`src/rtl/mem_request_ctrl_if.sv`:
```
// Handshake bundle between the datapath/memory side and the per-core memory request controller.
// The controller connects through the slave modport; the driving side uses master.
interface mem_request_ctrl_if #(
  parameter int WORD_W = 32,
  parameter int CNT_W  = 16
);
  logic              ihit;
  logic              dhit;
  logic              dREN;
  logic              dWEN;
  logic              halt;
  logic [WORD_W-1:0] daddr;
  logic [WORD_W-1:0] dstore;
  logic              imemREN;
  logic              dmemREN;
  logic              dmemWEN;
  logic [WORD_W-1:0] dmemaddr;
  logic [WORD_W-1:0] dmemstore;
  logic              halted;
  logic              timeout_err;
  logic [CNT_W-1:0]  icount;
  logic [CNT_W-1:0]  dcount;

  modport master (
    output ihit, dhit, dREN, dWEN, halt, daddr, dstore,
    input  imemREN, dmemREN, dmemWEN, dmemaddr, dmemstore, halted, timeout_err, icount, dcount
  );

  modport slave (
    input  ihit, dhit, dREN, dWEN, halt, daddr, dstore,
    output imemREN, dmemREN, dmemWEN, dmemaddr, dmemstore, halted, timeout_err, icount, dcount
  );
endinterface

```
`src/rtl/mem_request_ctrl.sv`:
```
// Per-core memory request controller: launches one data access per fetch, halts, and watchdogs stuck requests.
// Define MEM_REQUEST_CTRL_STATS_EN to build the saturating icount/dcount statistics counters.
module mem_request_ctrl #(
  parameter int WORD_W  = 32,
  parameter int TIMEOUT = 255,
  parameter int CNT_W   = 16
) (
  input  logic              clk,
  input  logic              nRST,
  mem_request_ctrl_if.slave bus
);
  localparam int WD_W = (TIMEOUT < 1) ? 1 : $clog2(TIMEOUT + 1);
  localparam logic [WD_W-1:0] WD_LAST = WD_W'(TIMEOUT - 1);

  typedef enum logic [1:0] {ST_IDLE, ST_DREQ, ST_HALTED} state_t;

  state_t            r_state;
  logic [WD_W-1:0]   r_wd;
  logic              r_pend;
  logic              r_imem;
  logic              r_ren;
  logic              r_wen;
  logic [WORD_W-1:0] r_addr;
  logic [WORD_W-1:0] r_store;
  logic              r_halted;
  logic              r_terr;

  always_ff @(posedge clk or negedge nRST) begin
    if (!nRST) begin
      r_state  <= ST_IDLE;
      r_wd     <= '0;
      r_pend   <= 1'b0;
      r_imem   <= 1'b1;
      r_ren    <= 1'b0;
      r_wen    <= 1'b0;
      r_addr   <= '0;
      r_store  <= '0;
      r_halted <= 1'b0;
      r_terr   <= 1'b0;
    end else begin
      case (r_state)
        ST_IDLE: begin
          r_imem <= 1'b1;
          if (bus.ihit && bus.dWEN) begin
            r_wen   <= 1'b1;
            r_ren   <= 1'b0;
            r_addr  <= bus.daddr;
            r_store <= bus.dstore;
            r_pend  <= bus.halt;
            r_wd    <= '0;
            r_state <= ST_DREQ;
          end else if (bus.ihit && bus.dREN) begin
            r_ren   <= 1'b1;
            r_wen   <= 1'b0;
            r_addr  <= bus.daddr;
            r_pend  <= bus.halt;
            r_wd    <= '0;
            r_state <= ST_DREQ;
          end else if (bus.halt) begin
            r_imem   <= 1'b0;
            r_halted <= 1'b1;
            r_state  <= ST_HALTED;
          end
        end
        ST_DREQ: begin
          // dhit takes priority over watchdog expiry in the same cycle
          if (bus.dhit || (r_wd == WD_LAST)) begin
            r_ren  <= 1'b0;
            r_wen  <= 1'b0;
            r_wd   <= '0;
            r_pend <= 1'b0;
            if (!bus.dhit) r_terr <= 1'b1;
            if (bus.halt || r_pend) begin
              r_imem   <= 1'b0;
              r_halted <= 1'b1;
              r_state  <= ST_HALTED;
            end else begin
              r_state <= ST_IDLE;
            end
          end else begin
            r_wd <= r_wd + WD_W'(1);
            if (bus.halt) r_pend <= 1'b1;
          end
        end
        ST_HALTED: begin
          r_imem   <= 1'b0;
          r_ren    <= 1'b0;
          r_wen    <= 1'b0;
          r_halted <= 1'b1;
        end
        default: r_state <= ST_IDLE;
      endcase
    end
  end

  assign bus.imemREN     = r_imem;
  assign bus.dmemREN     = r_ren;
  assign bus.dmemWEN     = r_wen;
  assign bus.dmemaddr    = r_addr;
  assign bus.dmemstore   = r_store;
  assign bus.halted      = r_halted;
  assign bus.timeout_err = r_terr;

`ifdef MEM_REQUEST_CTRL_STATS_EN
  logic [CNT_W-1:0] r_icount;
  logic [CNT_W-1:0] r_dcount;

  always_ff @(posedge clk or negedge nRST) begin
    if (!nRST) begin
      r_icount <= '0;
      r_dcount <= '0;
    end else begin
      if (bus.ihit && (r_state != ST_HALTED) && (r_icount != {CNT_W{1'b1}}))
        r_icount <= r_icount + CNT_W'(1);
      if (bus.dhit && (r_state == ST_DREQ) && (r_dcount != {CNT_W{1'b1}}))
        r_dcount <= r_dcount + CNT_W'(1);
    end
  end

  assign bus.icount = r_icount;
  assign bus.dcount = r_dcount;
`else
  assign bus.icount = {CNT_W{1'b0}};
  assign bus.dcount = {CNT_W{1'b0}};
`endif
endmodule

```
`src/flat_wrapper.sv`:
```
// flat-port wrapper written by rule: the top's interface ports become plain ports
module mem_request_ctrl_flat 
#(
  parameter int WORD_W  = 32,
  parameter int TIMEOUT = 255,
  parameter int CNT_W   = 16
)
  (clk, nRST, bus_ihit, bus_dhit, bus_dREN, bus_dWEN, bus_halt, bus_daddr, bus_dstore, bus_imemREN, bus_dmemREN, bus_dmemWEN, bus_dmemaddr, bus_dmemstore, bus_halted, bus_timeout_err, bus_icount, bus_dcount);
  mem_request_ctrl_if #(.WORD_W(WORD_W), .CNT_W(CNT_W)) bus_i ();
  input  logic clk;
  input  logic nRST;
  input wire logic [$bits(bus_i.ihit)-1:0] bus_ihit;
  input wire logic [$bits(bus_i.dhit)-1:0] bus_dhit;
  input wire logic [$bits(bus_i.dREN)-1:0] bus_dREN;
  input wire logic [$bits(bus_i.dWEN)-1:0] bus_dWEN;
  input wire logic [$bits(bus_i.halt)-1:0] bus_halt;
  input wire logic [$bits(bus_i.daddr)-1:0] bus_daddr;
  input wire logic [$bits(bus_i.dstore)-1:0] bus_dstore;
  output wire logic [$bits(bus_i.imemREN)-1:0] bus_imemREN;
  output wire logic [$bits(bus_i.dmemREN)-1:0] bus_dmemREN;
  output wire logic [$bits(bus_i.dmemWEN)-1:0] bus_dmemWEN;
  output wire logic [$bits(bus_i.dmemaddr)-1:0] bus_dmemaddr;
  output wire logic [$bits(bus_i.dmemstore)-1:0] bus_dmemstore;
  output wire logic [$bits(bus_i.halted)-1:0] bus_halted;
  output wire logic [$bits(bus_i.timeout_err)-1:0] bus_timeout_err;
  output wire logic [$bits(bus_i.icount)-1:0] bus_icount;
  output wire logic [$bits(bus_i.dcount)-1:0] bus_dcount;
  assign bus_i.ihit = bus_ihit;
  assign bus_i.dhit = bus_dhit;
  assign bus_i.dREN = bus_dREN;
  assign bus_i.dWEN = bus_dWEN;
  assign bus_i.halt = bus_halt;
  assign bus_i.daddr = bus_daddr;
  assign bus_i.dstore = bus_dstore;
  assign bus_imemREN = bus_i.imemREN;
  assign bus_dmemREN = bus_i.dmemREN;
  assign bus_dmemWEN = bus_i.dmemWEN;
  assign bus_dmemaddr = bus_i.dmemaddr;
  assign bus_dmemstore = bus_i.dmemstore;
  assign bus_halted = bus_i.halted;
  assign bus_timeout_err = bus_i.timeout_err;
  assign bus_icount = bus_i.icount;
  assign bus_dcount = bus_i.dcount;
  mem_request_ctrl #(.WORD_W(WORD_W), .TIMEOUT(TIMEOUT), .CNT_W(CNT_W)) u_core (.clk(clk), .nRST(nRST), .bus(bus_i));
endmodule
```
`config.mk`:
```
export PLATFORM = sky130hd
export DESIGN_NAME = mem_request_ctrl_flat
export DESIGN_NICKNAME = d
export VERILOG_FILES = /design/src/rtl/mem_request_ctrl_if.sv /design/src/rtl/mem_request_ctrl.sv /design/src/flat_wrapper.sv
export SDC_FILE = /design/constraint.sdc
export NUM_CORES = 1
export LEC_CHECK = 0
export ABC_AREA = 0
export CORE_ASPECT_RATIO = 1.5
export CORE_MARGIN = 10
export CORE_UTILIZATION = 26
export CTS_BUF_LIST = sky130_fd_sc_hd__clkbuf_8
export DETAILED_ROUTE_END_ITERATION = 10
export GPL_TIMING_DRIVEN = 1
export PLACE_DENSITY = 0.66
export SETUP_SLACK_MARGIN = 0.05
export SLEW_MARGIN = 20
export SYNTH_ARGS = -nofsm -noshare
export SYNTH_HDL_FRONTEND = slang
export SYNTH_SLANG_ARGS = --single-unit
```
`constraint.sdc`:
```
create_clock -name clk -period 2.2 [get_ports clk]
set_input_delay 0.22 -clock clk [delete_from_list [all_inputs] [get_ports clk]]
set_output_delay 0.22 -clock clk [all_outputs]
set_load 0.03 [all_outputs]
```
==> key figures, run 1 <==
Status
  – Status: finished clean

CTS
  – Worst-path clk slew: about 0.070 ns
  – Clock root cell: sky130_fd_sc_hd__clkbuf_8
  – Clock buffer count from CTS: 9
  – Worst-case clock buffer depth: 2
  – Worst skew pair latency: around 0.35 ns
  – Clk sink count: 80
  – Post-CTS sizing: 0
  – TritonCTS clock tree: yes
  – Number of levels in the clock H-tree: 3

Routing
  – Number of vias in the routed layout: 2508
  – Via count normalized by instance count: roughly 4.3
  – Number of violations reported at the end of detailed-routing iteration 0: 91
  – Number of DRC violations after detailed routing: 0
  – Length of the first detailed-routing pass in iterations: 4
  – Count of antenna-violating nets left after detailed routing: 0
  – WL/cell: approximately 17 µm
  – Total wirelength of the detailed-routed design: just under 10000 µm

Power
  – Sum of internal, switching and leakage power: just under 8 mW
  – Static Leakage: ~2.2 nW
  – Pwr/cell area: around 1500 mW/mm²
  – Worst-case vdd ir drop: between 0.7 and 0.8 mV

STA
  – Worst hold slack across all endpoints: slightly below 0.4 ns
  – Fraction of the cycle the final worst path needs: 90.16%
  – Maximum clock skew at final layout: 0.005268 ns
  – Slew of the pin with the lowest slew margin: 0.6760 ns
  – Count of endpoints failing hold in the final timing report: 0
  – Final Worst Setup Slack: 0.2164 ns
  – Setup-failing EPs final: 0
  – Slew HR: approximately 55%
  – Sum of negative setup slack: 0 ns
  – Setup repair after global routing missed its margin: no
  – Post-layout minimum cycle time: 1.984 ns
  – Final Max Slew Viols: 0
  – Achievable clock frequency: approximately 500 MHz

Floorplan
  – FP Rows: 52
  – Number of top-level pins: around 170
  – Floorplan die width: between 100 and 150 µm
  – Area of the die: 0.01876 mm²
  – Initial core utilization: a little over a quarter
  – Floorplan die height: ~160 µm
  – Placeable Area: around 0.013 mm²

Yosys
  – Syn Std Cell Area: between 0.003 and 0.004 mm²
  – Ys Warns: 0
  – Number of storage elements in the synthesis netlist: 80
  – Share of the yosys chip area belonging to registers: 56.65%
  – Number of distinct library cells after synthesis: 36
  – Number of standard cells after synthesis: about 270
  – Syn Area/Cell: approximately 13 µm²

Placement
  – Routability congestion estimate: 0.7470
  – Cell count after placement: between 500 and 600
  – Placed wire-length estimate: between 7000 and 8000 µm
  – Pre-CTS setup slack: ~0.24 ns
  – Cell area after placement: 0.005025 mm²
  – Total of buffers placed on input and output ports: approximately 140

GRT
  – GRT overflow: 0
  – Initial antenna violation count: 0
  – Total routing resource utilization after global routing: between 10% and 20%
  – Vias in the first global route: about 2800
  – Global-route wire length before repair: 15070 µm
  – Maximum number of pins on one net before global-route repair: between 40 and 50

Finish
  – Highest-count cells in the layout ignoring fill and taps: 138 x sky130_fd_sc_hd__clkdlybuf4s50_1, 79 x sky130_fd_sc_hd__dfrtp_1, 67 x sky130_fd_sc_hd__mux2_2
  – Nets: roughly 490
  – Filler Cells Inserted: 1271
  – Number of cells in the finished layout apart from fillers: 581
  – Non-Filler Cell Area, Final: approximately 0.0052 mm²
  – Area Overhead vs Synth: 47.66%
  – Util after Layout: 38.96%
  – Fraction of final layout cells with drive strength greater than 1: 21.48%
  – Most common cell after layout, fill and taps aside: sky130_fd_sc_hd__clkdlybuf4s50_1
  – Number of antenna cells inserted: 0

Hold path
  – Hold Path Class: primary input to async pin

Worst setup path
  – Critical path start-end classification: register to register
  – Worst path required time: 2.44 ns
  – CP Data Arrival Time: 2.22 ns
  – Crit. End Element: register
  – Crit path launch type: register
  – Crit-path max FO: 11

Job
  – Count of maximum capacitance violations: 0
==> routing by layer <==
layer	wire length (µm)	global-route usage, %	vias up
met5	0	0	-
met4	164	3.499	0
met3	920	4.130	11
met2	5383	18.87	100
met1	3234	9.814	1238
li1	-	-	1159
==> path summary, 6_finish.rpt <==
| check | from | slack, ns | end | cells after the start |
|---|---|---|---|---|
| setup / recovery | u_core.r_wd[0] | 0.22 | u_core.bus.dmemWEN | 6 |
| hold reg to reg | u_core.bus.timeout_err | 0.47 | u_core.bus.timeout_err | 1 |
| min in group clk | u_core.bus.timeout_err | 0.47 | u_core.bus.timeout_err | 1 |
| setup reg to reg | u_core.r_wd[0] | 0.22 | u_core.bus.dmemWEN | 6 |
| hold / removal | nRST | 0.40 | u_core.bus.dmemstore[7] | 2 |
| max in group asynchronous | nRST | 1.07 | u_core.bus.dmemstore[3] | 3 |
==> cell type report <==
| cell class | instances | area (µm²) | area share (%) |
|---|---|---|---|
| Sequential cell | 80 | 2003 | 38.37 |
| Tap cell | 162 | 202.7 | 3.882 |
| Inverter | 9 | 33.78 | 0.6470 |
| Multi-Input combinational cell | 169 | 1326 | 25.40 |
| Clock inverter | 5 | 48.80 | 0.9346 |
| Timing Repair Buffer | 146 | 1469 | 28.13 |
| Clock buffer | 10 | 137.6 | 2.636 |
==> flip-flops by register name, summed over array words and instances (netlist names) <==
signal	count
u_core.bus.dmemREN	1
u_core.bus.dmemWEN	1
u_core.bus.dmemaddr	32
u_core.bus.dmemstore	32
u_core.bus.halted	1
u_core.bus.imemREN	1
u_core.bus.timeout_err	1
u_core.r_pend	1
u_core.r_state	2
u_core.r_wd	8
==> cells by family after synthesis <==
group | Yosys count | synth area share, %
flip-flops | 80 | 56.65
other | 1 | 0.1061
AND/OR/NAND/NOR | 32 | 4.636
adder cells (fa/ha/maj) | 6 | 2.123
AO/OA/AOI/OAI | 32 | 6.016
buffers and inverters | 50 | 9.129
multiplexers | 67 | 21.34
==> worst max-delay path, stage by stage, from the launching register on <==
cell	delay, ns
sky130_fd_sc_hd__dfrtp_1	0.40
sky130_fd_sc_hd__inv_1	0.10
sky130_fd_sc_hd__ha_1	0.15
sky130_fd_sc_hd__nand3_1	0.12
sky130_fd_sc_hd__o21ai_1	0.56
sky130_fd_sc_hd__nand3b_1	0.23
sky130_fd_sc_hd__mux2_2	0.32
==> Yosys cell counts <==
cell                        number  area [µm²]
sky130_fd_sc_hd__nor2b_1         2       12.51
sky130_fd_sc_hd__ha_1            6       75.07
sky130_fd_sc_hd__o2bb2ai_1       1       8.760
sky130_fd_sc_hd__nand2_1         8       30.03
sky130_fd_sc_hd__a31oi_1         1       6.260
sky130_fd_sc_hd__nor2_1          7       26.28
sky130_fd_sc_hd__dfstp_2         1       26.28
sky130_fd_sc_hd__o21bai_1        1       7.510
sky130_fd_sc_hd__a21boi_1        1       7.510
sky130_fd_sc_hd__o21a_1          1       7.510
sky130_fd_sc_hd__o31ai_1         1       7.510
sky130_fd_sc_hd__conb_1          1       3.750
sky130_fd_sc_hd__o32ai_1         1       8.760
sky130_fd_sc_hd__and2_1          1       6.260
sky130_fd_sc_hd__nand4_1         2       12.51
sky130_fd_sc_hd__or4_1           3       22.52
sky130_fd_sc_hd__a32o_1          1       10.01
sky130_fd_sc_hd__inv_1           9       33.78
sky130_fd_sc_hd__a21o_1          2       15.01
sky130_fd_sc_hd__dfrtp_1        79        1977
sky130_fd_sc_hd__nor3_1          1       5.000
sky130_fd_sc_hd__buf_4          32       240.2
sky130_fd_sc_hd__a21oi_1        10       50.05
sky130_fd_sc_hd__and4_1          1       8.760
sky130_fd_sc_hd__a22o_1          2       17.52
sky130_fd_sc_hd__o21ai_1         1       5.000
sky130_fd_sc_hd__nand3_1         5       25.02
sky130_fd_sc_hd__buf_1           1       3.750
sky130_fd_sc_hd__buf_6           1       11.26
sky130_fd_sc_hd__o21ai_0         8       40.04
sky130_fd_sc_hd__buf_2           6       30.03
sky130_fd_sc_hd__clkbuf_1        1       3.750
sky130_fd_sc_hd__nand3b_1        1       7.510
sky130_fd_sc_hd__mux2_2         67       754.5
sky130_fd_sc_hd__o211ai_4        1       21.27
sky130_fd_sc_hd__and2b_1         1       7.510
==> power by group <==
part / leakage [nW] / internal, mW / switching (mW) / total [mW]
logic: 1.18 / 1.93 / 2.29 / 4.22
registers: 0.963 / 2.15 / 0.336 / 2.48
clock network: 0.103 / 0.539 / 0.513 / 1.05
==> repair_timing <==
item,CTS,global route
buffers inserted,0,0
endpoints found under the hold margin,40,0
hold buffers,1,0
Power figures use the tool's default switching activity.
==> run 2, diff against run 1 <==
--- a/config.mk
+++ b/config.mk
@@ -5,11 +5,10 @@
 export SDC_FILE = /design/constraint.sdc
 export NUM_CORES = 1
 export LEC_CHECK = 0
-export ABC_AREA = 0
 export CORE_ASPECT_RATIO = 1.5
 export CORE_MARGIN = 10
 export CORE_UTILIZATION = 26
-export CTS_BUF_LIST = sky130_fd_sc_hd__clkbuf_8
+export CTS_BUF_LIST = sky130_fd_sc_hd__clkbuf_16
 export DETAILED_ROUTE_END_ITERATION = 10
 export GPL_TIMING_DRIVEN = 1
 export PLACE_DENSITY = 0.66
==> key figures, run 2 (synthesis gave the netlist of run 1 again) <==
Worst setup path
  – Critical Path Start: u_core.r_wd[0]
  – CP Data Arrival Time: 2.19 ns (-0.03 ns)
  – Worst path required time: 2.41 ns (-0.03 ns)
  – Crit. End Element: register
  – Critical path start-end classification: register to register
  – Path depth of the worst reg2reg path: 6 (unchanged)
  – R2R Path Start: u_core.r_wd[0]
  – Crit-path max FO: 11 (unchanged)
  – Capturing instance or port of the critical path: u_core.bus.dmemWEN
  – Reg-to-Reg End: u_core.bus.dmemWEN
  – Crit path launch type: register
  – R2R Setup Slk: 0.22 ns (about the same)

Floorplan
  – Floorplan die width: 115.2 µm (unchanged)
  – Area of the die: 0.01876 mm² (unchanged)
  – Initial core utilization: 26.38% (unchanged)
  – FP Rows: 52 (unchanged)
  – Placeable Area: 0.01340 mm² (unchanged)
  – Number of top-level pins: 172 (unchanged)
  – Floorplan die height: 162.8 µm (unchanged)

STA
  – Setup-failing EPs final: 0 (unchanged)
  – Slew HR: 54.75% (+0.11 points)
  – Post-layout minimum cycle time: 1.983 ns (-0.0005170 ns)
  – Sum of negative setup slack: 0 ns (unchanged)
  – Count of endpoints failing hold in the final timing report: 0 (unchanged)
  – Maximum clock skew at final layout: 0.002971 ns (-0.002297 ns)
  – Slew of the pin with the lowest slew margin: 0.6743 ns (-0.001688 ns)
  – Achievable clock frequency: 504.3 MHz (about the same)
  – Fraction of the cycle the final worst path needs: 90.14% (about the same)
  – Setup repair after global routing missed its margin: no
  – Final Max Slew Viols: 0 (unchanged)

Routing
  – Length of the first detailed-routing pass in iterations: 4 (unchanged)
  – Number of violations reported at the end of detailed-routing iteration 0: 62 (-32%)
  – WL/cell: 16.61 µm (-0.52%)
  – Number of vias in the routed layout: 2504 (-0.16%)
  – Number of DRC violations after detailed routing: 0 (unchanged)
  – Via count normalized by instance count: 4.310 (-0.16%)
  – Total wirelength of the detailed-routed design: 9652 µm (-0.52%)
  – Count of antenna-violating nets left after detailed routing: 0 (unchanged)

Finish
  – Util after Layout: 39.64% (+0.68 points)
  – Area Overhead vs Synth: 50.25%
  – Highest-count cells in the layout ignoring fill and taps: 138 x sky130_fd_sc_hd__clkdlybuf4s50_1, 79 x sky130_fd_sc_hd__dfrtp_1, 67 x sky130_fd_sc_hd__mux2_2
  – Fraction of final layout cells with drive strength greater than 1: 21.24% (-0.24 points)
  – Most common cell after layout, fill and taps aside: sky130_fd_sc_hd__clkdlybuf4s50_1
  – Filler Cells Inserted: 1268 (-0.24%)
  – Nets: 492 (unchanged)
  – Number of antenna cells inserted: 0 (unchanged)

GRT
  – Maximum number of pins on one net before global-route repair: 43 (unchanged)
  – Initial antenna violation count: 0 (unchanged)
  – Global-route wire length before repair: 15070 µm (unchanged)
  – Total routing resource utilization after global routing: 10.21% (about the same)
  – GRT overflow: 0 (unchanged)
  – Vias in the first global route: 2793 (+0.11%)

Status
  – Status: finished clean

Power
  – Static Leakage: 2.282 nW (+1.8%)
  – Worst-case vdd ir drop: 0.6829 mV (-10%)
  – Pwr/cell area: 1525 mW/mm² (+2.8%)

CTS
  – Worst-case clock buffer depth: 2 (unchanged)
  – TritonCTS clock tree: yes
  – Post-CTS sizing: 0 (unchanged)
  – Number of setup buffers added after CTS: 0 (unchanged)
  – Clock root cell: sky130_fd_sc_hd__clkbuf_16
  – Worst-path clk slew: 0.06 ns (about the same)
  – Clock buffer count from CTS: 9 (unchanged)
  – Number of levels in the clock H-tree: 3 (unchanged)
  – Worst skew pair latency: 0.33 ns (-0.02 ns)
  – Clk sink count: 80 (unchanged)

Placement
  – Routability congestion estimate: 0.7470 (unchanged)
  – Placed wire-length estimate: 7700 µm (unchanged)
  – Total of buffers placed on input and output ports: 139 (unchanged)

Hold path
  – Hold Path Class: primary input to async pin

Job
  – Count of maximum capacitance violations: 0 (unchanged)
-- run 2: changes by cell type in the layout (fill, tap and decap cells not counted), sizes merged --
cell    previous run  this run
clkbuf            10         9
clkinv             3         4
-- run 2: how the worst min path moves through the flow --
stage	startpoint	end	slack, ns	cells after the start
6_report	nRST	u_core.bus.dmemstore[7]	0.43	2
5_1_grt	nRST	u_core.bus.dmemstore[7]	0.48	2
4_1_cts	nRST	u_core.bus.dmemstore[7]	0.45	2
3_5_place_dp	nRST	u_core.bus.dmemstore[7]	0.25	1
3_3_place_gp	nRST	u_core.bus.dmemstore[7]	0.25	1
2_1_floorplan	nRST	u_core.bus.dmemREN	-0.08	0
-- run 2: layer usage --
| layer | share of wire [%] | vias up | global-route usage, % | wire, µm |
|---|---|---|---|---|
| met2 | 55 | 97 | 18.71 | 5341 |
| li1 | - | 1157 | - | - |
| met1 | 33 | 1239 | 9.814 | 3212 |
| met5 | 0 | - | 0 | 0 |
| met3 | 9.2 | 11 | 4.130 | 892 |
| met4 | 2.1 | 0 | 3.894 | 206 |
-- run 2: per-stage QoR --
stage	worst slack, ns	cells	total power, mW	instance area, µm²	hold slack (ns)
2_1_floorplan	0.4500	299	4.997	3652	-0.07559
3_3_place_gp	0.2774	565	6.700	5025	0.2516
3_5_place_dp	0.2433	565	6.780	5025	0.2550
4_1_cts	0.2338	581	8.235	5313	0.4485
5_1_grt	0.06545	581	8.540	5313	0.4803
6_report	0.2169	581	8.104	5313	0.4265
-- run 2: power by group --
group	switching, mW	internal [mW]
logic	2.29	1.92
registers	0.337	2.15
clock network	0.546	0.857
-- run 2: final cells by class --
type	instances	area, µm²	share of cell area (%)
clock inverter	6	52.55	0.9892
timing repair buffer	146	1469	27.65
sequential	80	2003	37.71
inverter	9	33.78	0.6359
clock buffer	9	225.2	4.239
multi-input combinational	169	1326	24.96
tap	162	202.7	3.815
-- run 2: repair_timing --
| action | 4_1_cts | 5_1_grt |
|---|---|---|
| hold buffers | 1 | 0 |
| setup endpoints to repair | 0 | 0 |
| endpoints found under the hold margin | 40 | 0 |
-- run 2: worst max-delay path, stage by stage, from the launching register on --
cell,delay (ns)
sky130_fd_sc_hd__dfrtp_1,0.39
sky130_fd_sc_hd__inv_1,0.10
sky130_fd_sc_hd__ha_1,0.16
sky130_fd_sc_hd__nand3_1,0.12
sky130_fd_sc_hd__o21ai_1,0.56
sky130_fd_sc_hd__nand3b_1,0.23
sky130_fd_sc_hd__mux2_2,0.32
